**src/rtl/somador_subtrator_serial.sv**
```systemverilog
// Digit-serial adder/subtractor: WIDTH-bit operands processed DIGIT bits per cycle, LSB first.
// Optional unsigned saturation of the result is enabled by defining ADDSUB_SAT_EN.
module somador_subtrator_serial #(
    parameter int WIDTH = 8,
    parameter int DIGIT = 1
) (
    input  logic             clk,
    input  logic             rst,
    input  logic             in_valid,
    output logic             in_ready,
    input  logic             op,
    input  logic [WIDTH-1:0] A,
    input  logic [WIDTH-1:0] B,
    output logic             out_valid,
    input  logic             out_ready,
    output logic [WIDTH-1:0] S,
    output logic             C_out,
    output logic             V,
    output logic             Z,
    output logic             SAT
);

    localparam int N  = WIDTH / DIGIT;
    localparam int CW = (N > 1) ? $clog2(N) : 1;

    typedef enum logic [1:0] {ST_IDLE, ST_CALC, ST_DONE} state_t;

    state_t r_state, w_state_next;

    logic [WIDTH-1:0] r_a, r_b;
    logic             r_op, r_carry, r_a_msb, r_b_msb;
    logic [CW-1:0]    r_cnt;
    logic [WIDTH-1:0] r_s;
    logic             r_c, r_v, r_z, r_sat;

    logic             w_accept, w_last, w_carry_next, w_v_raw, w_sat;
    logic [DIGIT:0]   w_digit_sum;
    logic [DIGIT-1:0] w_digit;
    logic [WIDTH-1:0] w_acc_next, w_s_final;

    always_ff @(posedge clk) begin
        if (rst) r_state <= ST_IDLE;
        else     r_state <= w_state_next;
    end

    always_comb begin
        w_state_next = r_state;
        in_ready     = 1'b0;
        out_valid    = 1'b0;
        case (r_state)
            ST_IDLE: begin
                in_ready = 1'b1;
                if (in_valid) w_state_next = ST_CALC;
            end
            ST_CALC: begin
                if (w_last) w_state_next = ST_DONE;
            end
            ST_DONE: begin
                out_valid = 1'b1;
                if (out_ready) w_state_next = ST_IDLE;
            end
            default: w_state_next = ST_IDLE;
        endcase
    end

    assign w_accept = (r_state == ST_IDLE) && in_valid;
    assign w_last   = (r_cnt == CW'(N - 1));

    // Sub uses a true ripple borrow: a negative (DIGIT+1)-bit difference sets the top bit.
    always_comb begin
        if (r_op)
            w_digit_sum = {1'b0, r_a[DIGIT-1:0]} - {1'b0, r_b[DIGIT-1:0]} - {{DIGIT{1'b0}}, r_carry};
        else
            w_digit_sum = {1'b0, r_a[DIGIT-1:0]} + {1'b0, r_b[DIGIT-1:0]} + {{DIGIT{1'b0}}, r_carry};
    end

    assign w_carry_next = w_digit_sum[DIGIT];
    assign w_digit      = w_digit_sum[DIGIT-1:0];

    // Only the N-1 digits already produced need storage; the current digit completes the word.
    generate
        if (DIGIT < WIDTH) begin : g_acc
            logic [WIDTH-DIGIT-1:0] r_acc;
            always_ff @(posedge clk) begin
                if (rst || w_accept)
                    r_acc <= '0;
                else if (r_state == ST_CALC)
                    r_acc <= w_acc_next[WIDTH-1:DIGIT];
            end
            assign w_acc_next = {w_digit, r_acc};
        end else begin : g_noacc
            assign w_acc_next = w_digit;
        end
    endgenerate

    assign w_v_raw = r_op ? ((r_a_msb != r_b_msb) && (w_acc_next[WIDTH-1] != r_a_msb))
                          : ((r_a_msb == r_b_msb) && (w_acc_next[WIDTH-1] != r_a_msb));

`ifdef ADDSUB_SAT_EN
    assign w_sat     = w_carry_next;
    assign w_s_final = w_sat ? (r_op ? '0 : '1) : w_acc_next;
`else
    assign w_sat     = 1'b0;
    assign w_s_final = w_acc_next;
`endif

    always_ff @(posedge clk) begin
        if (rst) begin
            r_a     <= '0;
            r_b     <= '0;
            r_op    <= 1'b0;
            r_carry <= 1'b0;
            r_a_msb <= 1'b0;
            r_b_msb <= 1'b0;
            r_cnt   <= '0;
            r_s     <= '0;
            r_c     <= 1'b0;
            r_v     <= 1'b0;
            r_z     <= 1'b0;
            r_sat   <= 1'b0;
        end else if (w_accept) begin
            r_a     <= A;
            r_b     <= B;
            r_op    <= op;
            r_carry <= 1'b0;
            r_a_msb <= A[WIDTH-1];
            r_b_msb <= B[WIDTH-1];
            r_cnt   <= '0;
        end else if (r_state == ST_CALC) begin
            r_a     <= r_a >> DIGIT;
            r_b     <= r_b >> DIGIT;
            r_carry <= w_carry_next;
            r_cnt   <= r_cnt + CW'(1);
            if (w_last) begin
                r_s   <= w_s_final;
                r_c   <= w_carry_next;
                r_v   <= w_v_raw;
                r_z   <= (w_s_final == '0);
                r_sat <= w_sat;
            end
        end
    end

    assign S     = r_s;
    assign C_out = r_c;
    assign V     = r_v;
    assign Z     = r_z;
    assign SAT   = r_sat;

endmodule

```
**config.mk**
```make
export PLATFORM = sky130hd
export DESIGN_NAME = somador_subtrator_serial
export DESIGN_NICKNAME = d
export VERILOG_FILES = /design/src/rtl/somador_subtrator_serial.sv
export SDC_FILE = /design/constraint.sdc
export NUM_CORES = 1
export LEC_CHECK = 0
export BUFFER_PORTS_ARGS = -buffer_cell sky130_fd_sc_hd__buf_2
export CORE_MARGIN = 1
export CORE_UTILIZATION = 55
export CTS_BUF_LIST = sky130_fd_sc_hd__clkbuf_8
export DETAILED_ROUTE_END_ITERATION = 8
export PLACE_DENSITY = 0.8
export SYNTH_ARGS = -nofsm -noshare
export SYNTH_HDL_FRONTEND = slang
export SYNTH_SLANG_ARGS = --single-unit
```
**constraint.sdc**
```tcl
create_clock -name clk -period 4.6 [get_ports clk]
set_input_delay 0.92 -clock clk [delete_from_list [all_inputs] [get_ports clk]]
set_output_delay 0.92 -clock clk [all_outputs]
set_load 0.005 [all_outputs]
```
==> impl_table.tex <==
\begin{tabular}{lr}
\hline
Metric & Value \\
\hline
\multicolumn{2}{l}{\textbf{Die}} \\
Placeable core region & 3050 um2 \\
Overall die width & 58.6 um \\
Die H & 58.6 um \\
Standard-cell rows & 20 \\
Initial core utilization & 57.7\% \\
I/O pin count & 35 \\
Area of the die & 3430 um2 \\
\multicolumn{2}{l}{\textbf{STA}} \\
Tmin final & 2.00 ns \\
Actual transition at the worst max-transition pin & 1.10 ns \\
Final count of hold timing violations & 0 \\
Final cycle utilization of the critical path & 43.5\% \\
Clock skew & 0.00707 ns \\
Final setup viols & 0 \\
Worst slew slack as a fraction of its limit & 26.5\% \\
Achievable clock frequency & 500 MHz \\
Final total negative setup slack & 0 ns \\
Unrepaired setup endpoints after global routing & false \\
Smallest setup slack after layout & 2.60 ns \\
Total count of max-transition violations in the final report & 0 \\
\multicolumn{2}{l}{\textbf{Clock tree}} \\
Number of H-tree branching levels & 2 \\
Clock buffer depth & 2 \\
Inserted Clock Buffers & 5 \\
Total number of clock tree sinks & 43 \\
Count of hold buffers inserted by post-cts repair & 0 \\
Clock edge transition at the registers on the reported setup and hold paths & 0.08 ns \\
Post-CTS resize count & 0 \\
Later-pin clock latency in the skew report & 0.29 ns \\
TritonCTS clock tree & done \\
Setup repair bufs after CTS & 0 \\
CTS Root Cell & clkbuf\_8 \\
\multicolumn{2}{l}{\textbf{Layout}} \\
Number of nets in the layout & 249 \\
Highest-count cells in the layout ignoring fill and taps & nand2\_1 (49), dfxtp\_1 (43), a21oi\_1 (36), buf\_2 (33), a22oi\_1 (14) \\
Number of fillers in the final layout & 276 \\
ANT cells & 0 \\
Layout cells sized above 1 & 21.8\% \\
Area grow syn2layout & 13.6\% \\
Most common cell after layout, fill and taps aside & nand2\_1 \\
Final design instance area without fill & 2000 um2 \\
\multicolumn{2}{l}{\textbf{Pwr}} \\
Leakage dissipation & 0.775 nW \\
Pwr Total & 0.761 mW \\
PD cells & 380 nW/um2 \\
Worst IR Drop VDD & 0.000249 V \\
\multicolumn{2}{l}{\textbf{Global route}} \\
Global router's overall resource usage & 20.3\% \\
Leftover overflow at the end of global routing & 0 \\
Wire length of the first global-routing pass & 5280 um \\
Number of global-route vias before repair & 1242 \\
Initial antenna violation count & 0 \\
Pin count of the biggest net entering global routing & 34 \\
\multicolumn{2}{l}{\textbf{Routing}} \\
Routed via count divided by cell count & 5.22 \\
Vias after detailed routing & 1405 \\
WL final & 3100 um \\
Wirelength per Cell & 11.5 um \\
Final routed DRC violation total & 0 \\
Number of optimization iterations in the first detailed-route pass & 4 \\
ANT nets after route & 0 \\
DRT iter0 DRCs & 55 \\
\multicolumn{2}{l}{\textbf{Min path}} \\
Hold Crit Class & flip-flop to flip-flop \\
\multicolumn{2}{l}{\textbf{Setup path}} \\
Slack of the worst reg-to-reg path & 2.72 ns \\
Critical Path Source Type & flip-flop \\
Worst EP required & 3.68 ns \\
Arrival time of the worst setup path & 1.08 ns \\
Path type of the worst setup path & flip-flop to output pin \\
Kind of capture point of the worst setup path & output pin \\
Maximum fanout along the worst path & 8 \\
\multicolumn{2}{l}{\textbf{Place}} \\
Final RePlAce weighted congestion & 0.713 \\
Post-DP Area & 1880 um2 \\
Number of port buffers & 33 \\
Post-detailed-placement half-perimeter wirelength & 2080 um \\
Minimum setup slack after placement & 2.50 ns \\
\multicolumn{2}{l}{\textbf{Job}} \\
Max-cap violations & 0 \\
\multicolumn{2}{l}{\textbf{Synth}} \\
Distinct cell type count after synthesis & 31 \\
Post-synthesis instance area & 1760 um2 \\
Number of warnings issued by yosys & 0 \\
Combinational family with the most area after synthesis & compound AO/OA/AOI/OAI gates \\
Compound-Gate Fraction of Synth Area & 20.2\% \\
Synthesized-area fraction occupied by adder cells & 3.69\% \\
Multiplexer share of the synthesized area & 1.14\% \\
Flop and latch count out of synthesis & 43 \\
Area fraction in and, or, nand and nor cells after synthesis & 18.3\% \\
Part of the Yosys area used for sequential elements & 48.9\% \\
Mapped Nets & 224 \\
Instance count of the mapped netlist & 199 \\
Xor/xnor cell area share of the yosys netlist & 0.994\% \\
Mean Syn Cell Area & 8.85 um2 \\
\multicolumn{2}{l}{\textbf{Run status}} \\
Status & completed \\
\hline
\end{tabular}
cells in the mapped netlist, drive strengths merged:
master / number / area share (%)
dfxtp: 43 / 49
and3b: 1 / 0.50
nor3b: 1 / 0.71
nor2: 9 / 1.9
a22oi: 14 / 6.0
xor2: 1 / 0.50
a21oi: 36 / 10
conb: 1 / 0.21
or2: 1 / 0.36
nand3b: 1 / 0.43
buf: 12 / 5.3
o21bai: 1 / 0.64
a311oi: 1 / 0.85
nand2: 49 / 10
ha: 2 / 1.4
nand2b: 4 / 1.4
a211oi: 4 / 2.6
mux2i: 2 / 1.1
xnor2: 1 / 0.50
nand3: 2 / 0.57
or3: 1 / 0.36
nor2b: 2 / 0.71
inv: 2 / 0.43
clkbuf: 4 / 0.85
nor4b: 1 / 0.50
fa: 2 / 2.3
nor4: 1 / 0.36
registers in the layout (all words and copies together), names as in the netlist:
register     count
C_out            1
S                8
V                1
Z                1
g_acc.r_acc      7
r_a              8
r_a_msb          1
r_b              8
r_b_msb          1
r_carry          1
r_cnt            3
r_op             1
r_state          2
kinds of logic after synthesis:
| kind of cell | Yosys count |
|---|---|
| AOI/OAI and AO/OA | 56 |
| xor gates and xnor gates | 2 |
| adders and majority gates | 4 |
| buffers and inverters | 18 |
| DFF | 43 |
| muxes | 2 |
| other | 1 |
| and+or+nand+nor | 73 |
critical path, stage by stage (launching register included):
cell	delay (ns)
dfxtp_1	0.46
nor2b_1	0.20
buf_2	0.13
path summary, 6_finish.rpt:
path	from	end	depth (start not counted)
max	r_state[1]	out_valid	2
min	S[4]	S[4]	2
max reg2reg	r_state[0]	r_b[3]	3
min reg2reg	S[4]	S[4]	2
report_power, final:
group,internal [mW],total (mW),switching (mW)
sequential,0.385,0.396,0.0101
combinational,0.0264,0.0648,0.0384
clock,0.176,0.300,0.125
metal layers:
| metal | global-route usage, % | part of all wire [%] | vias to the layer above |
|---|---|---|---|
| met4 | 9.18 | 1.8 | 0 |
| met5 | 0 | 0 | - |
| met3 | 4.62 | 4.5 | 5 |
| met1 | 26.5 | 48 | 643 |
| met2 | 32.0 | 45 | 37 |
| li1 | - | - | 720 |
area by class of cell:
class                      count  area [um2]  share of cell area [%]
sequential                    43         861                    43.0
clock inverter                 2        35.0                    1.75
clock buffer                   6        82.6                    4.13
multi-input combinational    138         787                    39.3
timing repair buffer          34         173                    8.63
tap                           44        55.1                    2.75
inverter                       2        7.51                   0.375
metrics by stage:
step | utilization, % | cells | hold slack (ns)
floorplan | - | 199 | 0.437
global placement | 61.7 | 261 | 0.441
detailed placement | 61.7 | 261 | 0.445
CTS | 65.5 | 269 | 0.456
global route | 65.5 | 269 | 0.474
finish | 65.5 | 269 | 0.452
Power figures use the tool's default switching activity.
